===== config.mk =====
export PLATFORM = sky130hd
export DESIGN_NAME = mem_port_arbiter
export DESIGN_NICKNAME = d
export VERILOG_FILES = /design/src/rtl/mem_port_arbiter.sv
export SDC_FILE = /design/constraint.sdc
export NUM_CORES = 1
export LEC_CHECK = 0
export BUFFER_PORTS_ARGS = -buffer_cell sky130_fd_sc_hd__buf_2
export CAP_MARGIN = 25
export CELL_PAD_IN_SITES_DETAIL_PLACEMENT = 1
export CELL_PAD_IN_SITES_GLOBAL_PLACEMENT = 1
export CORE_UTILIZATION = 35
export CTS_CLUSTER_DIAMETER = 200
export DETAILED_ROUTE_END_ITERATION = 16
export GPL_ROUTABILITY_DRIVEN = 0
export MAX_ROUTING_LAYER = met4
export PLACE_DENSITY_LB_ADDON = 0.3
export SYNTH_ARGS = -nofsm -noshare
export SYNTH_HDL_FRONTEND = slang
export SYNTH_SLANG_ARGS = --single-unit
export TNS_END_PERCENT = 1

===== constraint.sdc =====
create_clock -name clk -period 1.7 [get_ports clk]
set_input_delay 0.085 -clock clk [delete_from_list [all_inputs] [get_ports clk]]
set_output_delay 0.085 -clock clk [all_outputs]
set_load 0.02 [all_outputs]

===== src/rtl/mem_port_arbiter.sv =====
// Shares one single-port instruction/data memory between the IF fetch port and the MEM load/store port.
// Optional macro ARB_RR_EN selects round-robin arbitration; when it is undefined, dm has fixed priority over if.
module mem_port_arbiter #(
  parameter int AW      = 32,
  parameter int DW      = 32,
  parameter int MEM_LAT = 2
) (
  input  logic          clk,
  input  logic          rst,
  input  logic          if_req,
  input  logic [AW-1:0] if_addr,
  output logic [DW-1:0] if_rdata,
  output logic          if_ack,
  input  logic          dm_req,
  input  logic          dm_we,
  input  logic [AW-1:0] dm_addr,
  input  logic [DW-1:0] dm_wdata,
  output logic [DW-1:0] dm_rdata,
  output logic          dm_ack,
  output logic          mem_en,
  output logic          mem_we,
  output logic [AW-1:0] mem_addr,
  output logic [DW-1:0] mem_wdata,
  input  logic [DW-1:0] mem_rdata,
  output logic          busy
);

  typedef enum logic [1:0] {IDLE, ISSUE, WAIT, RESP} state_e;
  typedef enum logic {OWN_IF = 1'b0, OWN_DM = 1'b1} owner_e;

  localparam int CW = 4;

  state_e          state_q, state_d;
  owner_e          owner_q, owner_d;
  logic [AW-1:0]   addr_q, addr_d;
  logic            we_q, we_d;
  logic [DW-1:0]   wdata_q, wdata_d;
  logic [CW-1:0]   cnt_q, cnt_d;
  logic [DW-1:0]   if_rdata_q, if_rdata_d;
  logic [DW-1:0]   dm_rdata_q, dm_rdata_d;
  owner_e          winner;
  logic            any_req;

  assign any_req = if_req | dm_req;

`ifdef ARB_RR_EN
  // The pointer remembers the last winner; under contention the other port goes next.
  owner_e rr_q, rr_d;

  always_comb begin
    if (if_req && dm_req) winner = (rr_q == OWN_DM) ? OWN_IF : OWN_DM;
    else if (dm_req)      winner = OWN_DM;
    else                  winner = OWN_IF;
  end

  always_comb begin
    rr_d = rr_q;
    if (state_q == IDLE && any_req) rr_d = winner;
  end

  always_ff @(posedge clk) begin
    if (rst) rr_q <= OWN_DM;
    else     rr_q <= rr_d;
  end
`else
  // The older instruction in MEM must progress, so dm always beats if.
  assign winner = dm_req ? OWN_DM : OWN_IF;
`endif

  // NOTE: sequential state uses non-blocking assignments so every register samples pre-edge values.
  always_ff @(posedge clk) begin
    if (rst) begin
      state_q    <= IDLE;
      owner_q    <= OWN_DM;
      addr_q     <= '0;
      we_q       <= 1'b0;
      wdata_q    <= '0;
      cnt_q      <= '0;
      if_rdata_q <= '0;
      dm_rdata_q <= '0;
    end else begin
      state_q    <= state_d;
      owner_q    <= owner_d;
      addr_q     <= addr_d;
      we_q       <= we_d;
      wdata_q    <= wdata_d;
      cnt_q      <= cnt_d;
      if_rdata_q <= if_rdata_d;
      dm_rdata_q <= dm_rdata_d;
    end
  end

  always_comb begin
    // NOTE: a default on every path keeps this block purely combinational (no latches).
    state_d = state_q;
    unique case (state_q)
      IDLE:    if (any_req) state_d = ISSUE;
      ISSUE:   state_d = WAIT;
      WAIT:    if (cnt_q == '0) state_d = RESP;
      RESP:    state_d = IDLE;
      default: state_d = IDLE;
    endcase
  end

  // Transaction fields are frozen at grant; requester inputs are ignored afterwards.
  always_comb begin
    owner_d    = owner_q;
    addr_d     = addr_q;
    we_d       = we_q;
    wdata_d    = wdata_q;
    cnt_d      = cnt_q;
    if_rdata_d = if_rdata_q;
    dm_rdata_d = dm_rdata_q;
    unique case (state_q)
      IDLE: begin
        if (any_req) begin
          owner_d = winner;
          if (winner == OWN_DM) begin
            addr_d  = dm_addr;
            we_d    = dm_we;
            wdata_d = dm_wdata;
          end else begin
            addr_d  = if_addr;
            we_d    = 1'b0;
            wdata_d = '0;
          end
        end
      end
      ISSUE: cnt_d = CW'(MEM_LAT - 1);
      WAIT: begin
        if (cnt_q != '0) begin
          cnt_d = cnt_q - 1'b1;
        end else if (!we_q) begin
          if (owner_q == OWN_DM) dm_rdata_d = mem_rdata;
          else                   if_rdata_d = mem_rdata;
        end
      end
      default: ;
    endcase
  end

  // Memory-side controls are live only during ISSUE; acks only during RESP.
  always_comb begin
    mem_en    = 1'b0;
    mem_we    = 1'b0;
    mem_addr  = '0;
    mem_wdata = '0;
    if_ack    = 1'b0;
    dm_ack    = 1'b0;
    unique case (state_q)
      ISSUE: begin
        mem_en    = 1'b1;
        mem_we    = we_q;
        mem_addr  = addr_q;
        mem_wdata = wdata_q;
      end
      RESP: begin
        if (owner_q == OWN_DM) dm_ack = 1'b1;
        else                   if_ack = 1'b1;
      end
      default: ;
    endcase
  end

  assign busy     = (state_q != IDLE);
  assign if_rdata = if_rdata_q;
  assign dm_rdata = dm_rdata_q;

endmodule


==> summary.txt <==
Status
  – Status: finished with violations
  – Failing checks: hold timing

Floorplan
  – Core ar.: ~17000 um2
  – Initial Utilization: 36.3%
  – Die H: 134 um
  – Top-Level Pins: 266
  – Die X: approximately 130 um
  – FP Rows: 47
  – Die Area: 18000 um2

Route
  – WL final: just over 20000 um
  – Final ANT Viol Nets: 0
  – 1st-pass router iterations: 6
  – Wire per inst: 16.5 um
  – Total vias in the final route: 5861
  – DR DRC count: 0
  – First DRT Iteration DRCs: 163
  – Via density: between 4 and 5

Placement
  – Post-Place Worst Slack: 0.0175 ns
  – IO Port Bufs: 265
  – HPWL after DPL: 12000 um

Synthesis
  – Most numerous cell in the Yosys netlist: dfxtp_1
  – Asr flop ratio synth: 0%
  – #FFs+latches synth: approximately 140
  – Number of distinct library cells after synthesis: 31
  – Dominant cells by area after synthesis: dfxtp_1, mux2i_1, nand2b_1
  – Post-synth EDFFs: 0
  – Most instantiated cells after synthesis: dfxtp_1, nand2b_1, mux2i_1
  – Synth top area share: ~45%
  – Post-Syn Area: 6110 um2
  – YS warnings: 0
  – Register area share after synthesis: 44.6%
  – Synth area leader: dfxtp_1
  – Syn Area/Cell: approximately 9.3 um2
  – Mapped Cells: 658
  – Ys flop type: dfxtp_1
  – Net Count, Synth: 797

STA
  – Post-Route Hold Slack: -0.00278 ns
  – Fin crit share: 96.2%
  – Endpoints failing setup: 0
  – Final min period: between 1.5 and 2 ns
  – RSZ-0062 raised after global routing: true
  – Final Worst Setup Slack: 0.0640 ns
  – Fmax: 611 MHz
  – Final hold viol count: 2
  – Total negative slack: 0 ns
  – Final Max Slew Viols: 0
  – Worst-Margin Slew: 0.538 ns
  – Slew margin rel.: 64.2%
  – Worst-case clock skew: between 0.01 and 0.015 ns

Finish
  – Final net count: 1125
  – Storage element area: 2730 um2
  – Fill cells: about 2000
  – Final core occ: 54.5%
  – Share of layout cells above drive strength 1: 33.1%
  – Multi-input logic area: approximately 3100 um2
  – Syn-to-layout area delta: 50.1%

Clocking
  – Clk sink count: 136
  – Worst skew pair latency: approximately 0.42 ns
  – Clock Path Buffers: 2
  – CTS tree: yes
  – Root Driver: clkbuf_16
  – H-tree depth: 4
  – Num CTS Buffers: 17
  – Reg clk slew, reported paths: 0.06 ns

Min path
  – Worst Hold Path Cells: 3
  – Hold Crit Start: mem_rdata[11]
  – Hold Path Class: in2reg

Global routing
  – Initial antenna violation count: 1
  – Global-route wire length before repair: about 31000 um
  – Overflow after GRT: 0
  – Vias in the first global route: 6216
  – Largest net degree at the start of global routing: 64
  – GRT Util Overall: 22.9%

Power
  – Clock share of power: 31.0%
  – Sw Share: 35.3%
  – Total power: 0.0121 W
  – Power Density: 1320 nW/um2
  – LEAKAGE: ~4.4 nW
  – Comb pwr share: 35.1%
  – P_int: 0.00782 W
  – Sw Pwr: 0.00426 W
  – Max IR drop VDD: 734 uV
  – Reg power frac: approximately 34%

Worst setup path
  – Critical Path RT: 1.62 ns
  – Worst Setup EP: busy
  – Crit path capture type: primary output
  – Crit Reg-Reg Startpoint: state_q[0]
  – R2r worst-path depth: 6
  – Crit path kind: reg2out
  – R2R Path End: if_rdata[26]
  – Worst setup SP type: flop
  – Worst path arrival time: 1.55 ns
  – R2r setup slk: roughly 0.070 ns
  – CP max FO: 24
  – Setup crit start: state_q[0]

Flow run
  – Max Cap Viol: 0
==> worst min-delay path by stage <==
stage	slack, ns	endpoint
6_report	-0.003	dm_rdata[11]
5_1_grt	0.01	dm_rdata[11]
4_1_cts	0.002	addr_q[10]
3_5_place_dp	0.36	wdata_q[19]
3_3_place_gp	0.36	wdata_q[11]
2_1_floorplan	0.25	wdata_q[20]
==> kinds of logic (layout without fill, tap and decap cells) <==
kind of cell    count (synthesis)  in the layout  share of synthesized area [%]
simple gates                  280            280                           25.3
flops                         136            136                           44.6
mux                            97             97                           15.9
compound gates                 76             76                           8.13
buf+inv                        63            404                           4.94
fa+ha+maj                       6              6                           1.23
other cells                     0              1                              0
==> state kept, by name, summed over array words and instances, names as in the netlist <==
register / count
addr_q: 32
dm_rdata: 32
if_rdata: 32
owner_q: 1
state_q: 2
wdata_q: 32
cnt_q: 4
we_q: 1
==> power by group through the flow <==
stage	clock, W	sequential, W	combinational (W)
2_1_floorplan	0	0.00426	0.00240
3_3_place_gp	0	0.00411	0.00378
3_5_place_dp	0	0.00414	0.00385
4_1_cts	0.00380	0.00408	0.00420
5_1_grt	0.00396	0.00416	0.00462
6_report	0.00374	0.00409	0.00424
==> worst max-delay path, cell delays in order, from the launching register on <==
cell,delay [ns]
dfxtp_2,0.35
inv_2,0.10
ha_2,0.25
buf_8,0.22
inv_1,0.05
buf_2,0.15
==> timing repair <==
| item | 4_1_cts | 5_1_grt |
|---|---|---|
| setup buffers | 1 | 0 |
| endpoints found under the setup margin | 67 | 23 |
| resized for setup | 11 | 4 |
| gates cloned | 1 | 1 |
| hold endpoints to repair | 105 | 0 |
| hold buffers | 80 | 0 |
==> final cells by class <==
cell class | count | share of cell area [%]
multi-input cells | 459 | 33.9
well taps | 220 | 3.00
clock buffers | 19 | 4.94
clock inverters | 13 | 1.56
repair buffers | 366 | 26.6
inverters | 6 | 0.246
flip-flops and latches | 136 | 29.7
diodes | 1 | 0.0273
==> cell usage in the layout (no fill, tap or decap), types with 3 or more instances in the layout <==
master,netlist,routed
nand2_1,37,37
dfxtp_1,136,134
nor3_1,3,3
buf_2,19,262
clkinvlp_4,0,5
inv_1,6,4
dlygate4sd3_1,0,80
clkbuf_16,0,18
inv_6,0,3
a211oi_1,33,33
and2_1,66,66
buf_12,0,8
nand2b_1,98,98
buf_4,5,13
nor2_1,33,33
ha_1,6,4
nand3b_1,3,3
a21oi_1,34,34
nand3_1,34,33
mux2i_1,97,97
==> through the flow <==
step           instance area (um2)  instances  hold WS (ns)
2_1_floorplan                 6110        658         0.250
3_3_place_gp                  7670       1104         0.361
3_5_place_dp                  7670       1104         0.364
4_1_cts                       9130       1218       0.00159
5_1_grt                       9170       1220        0.0123
6_report                      9170       1220      -0.00278
==> layer usage <==
metal | vias to the layer above | wire length, um | global-route usage, %
met5 | - | 0 | -
met4 | 0 | 541 | 9.43
met3 | 43 | 1130 | 5.59
met2 | 195 | 10300 | 40.7
met1 | 2765 | 8170 | 24.2
li1 | 2858 | - | -
Note: power is estimated with default switching activity, not from simulation.
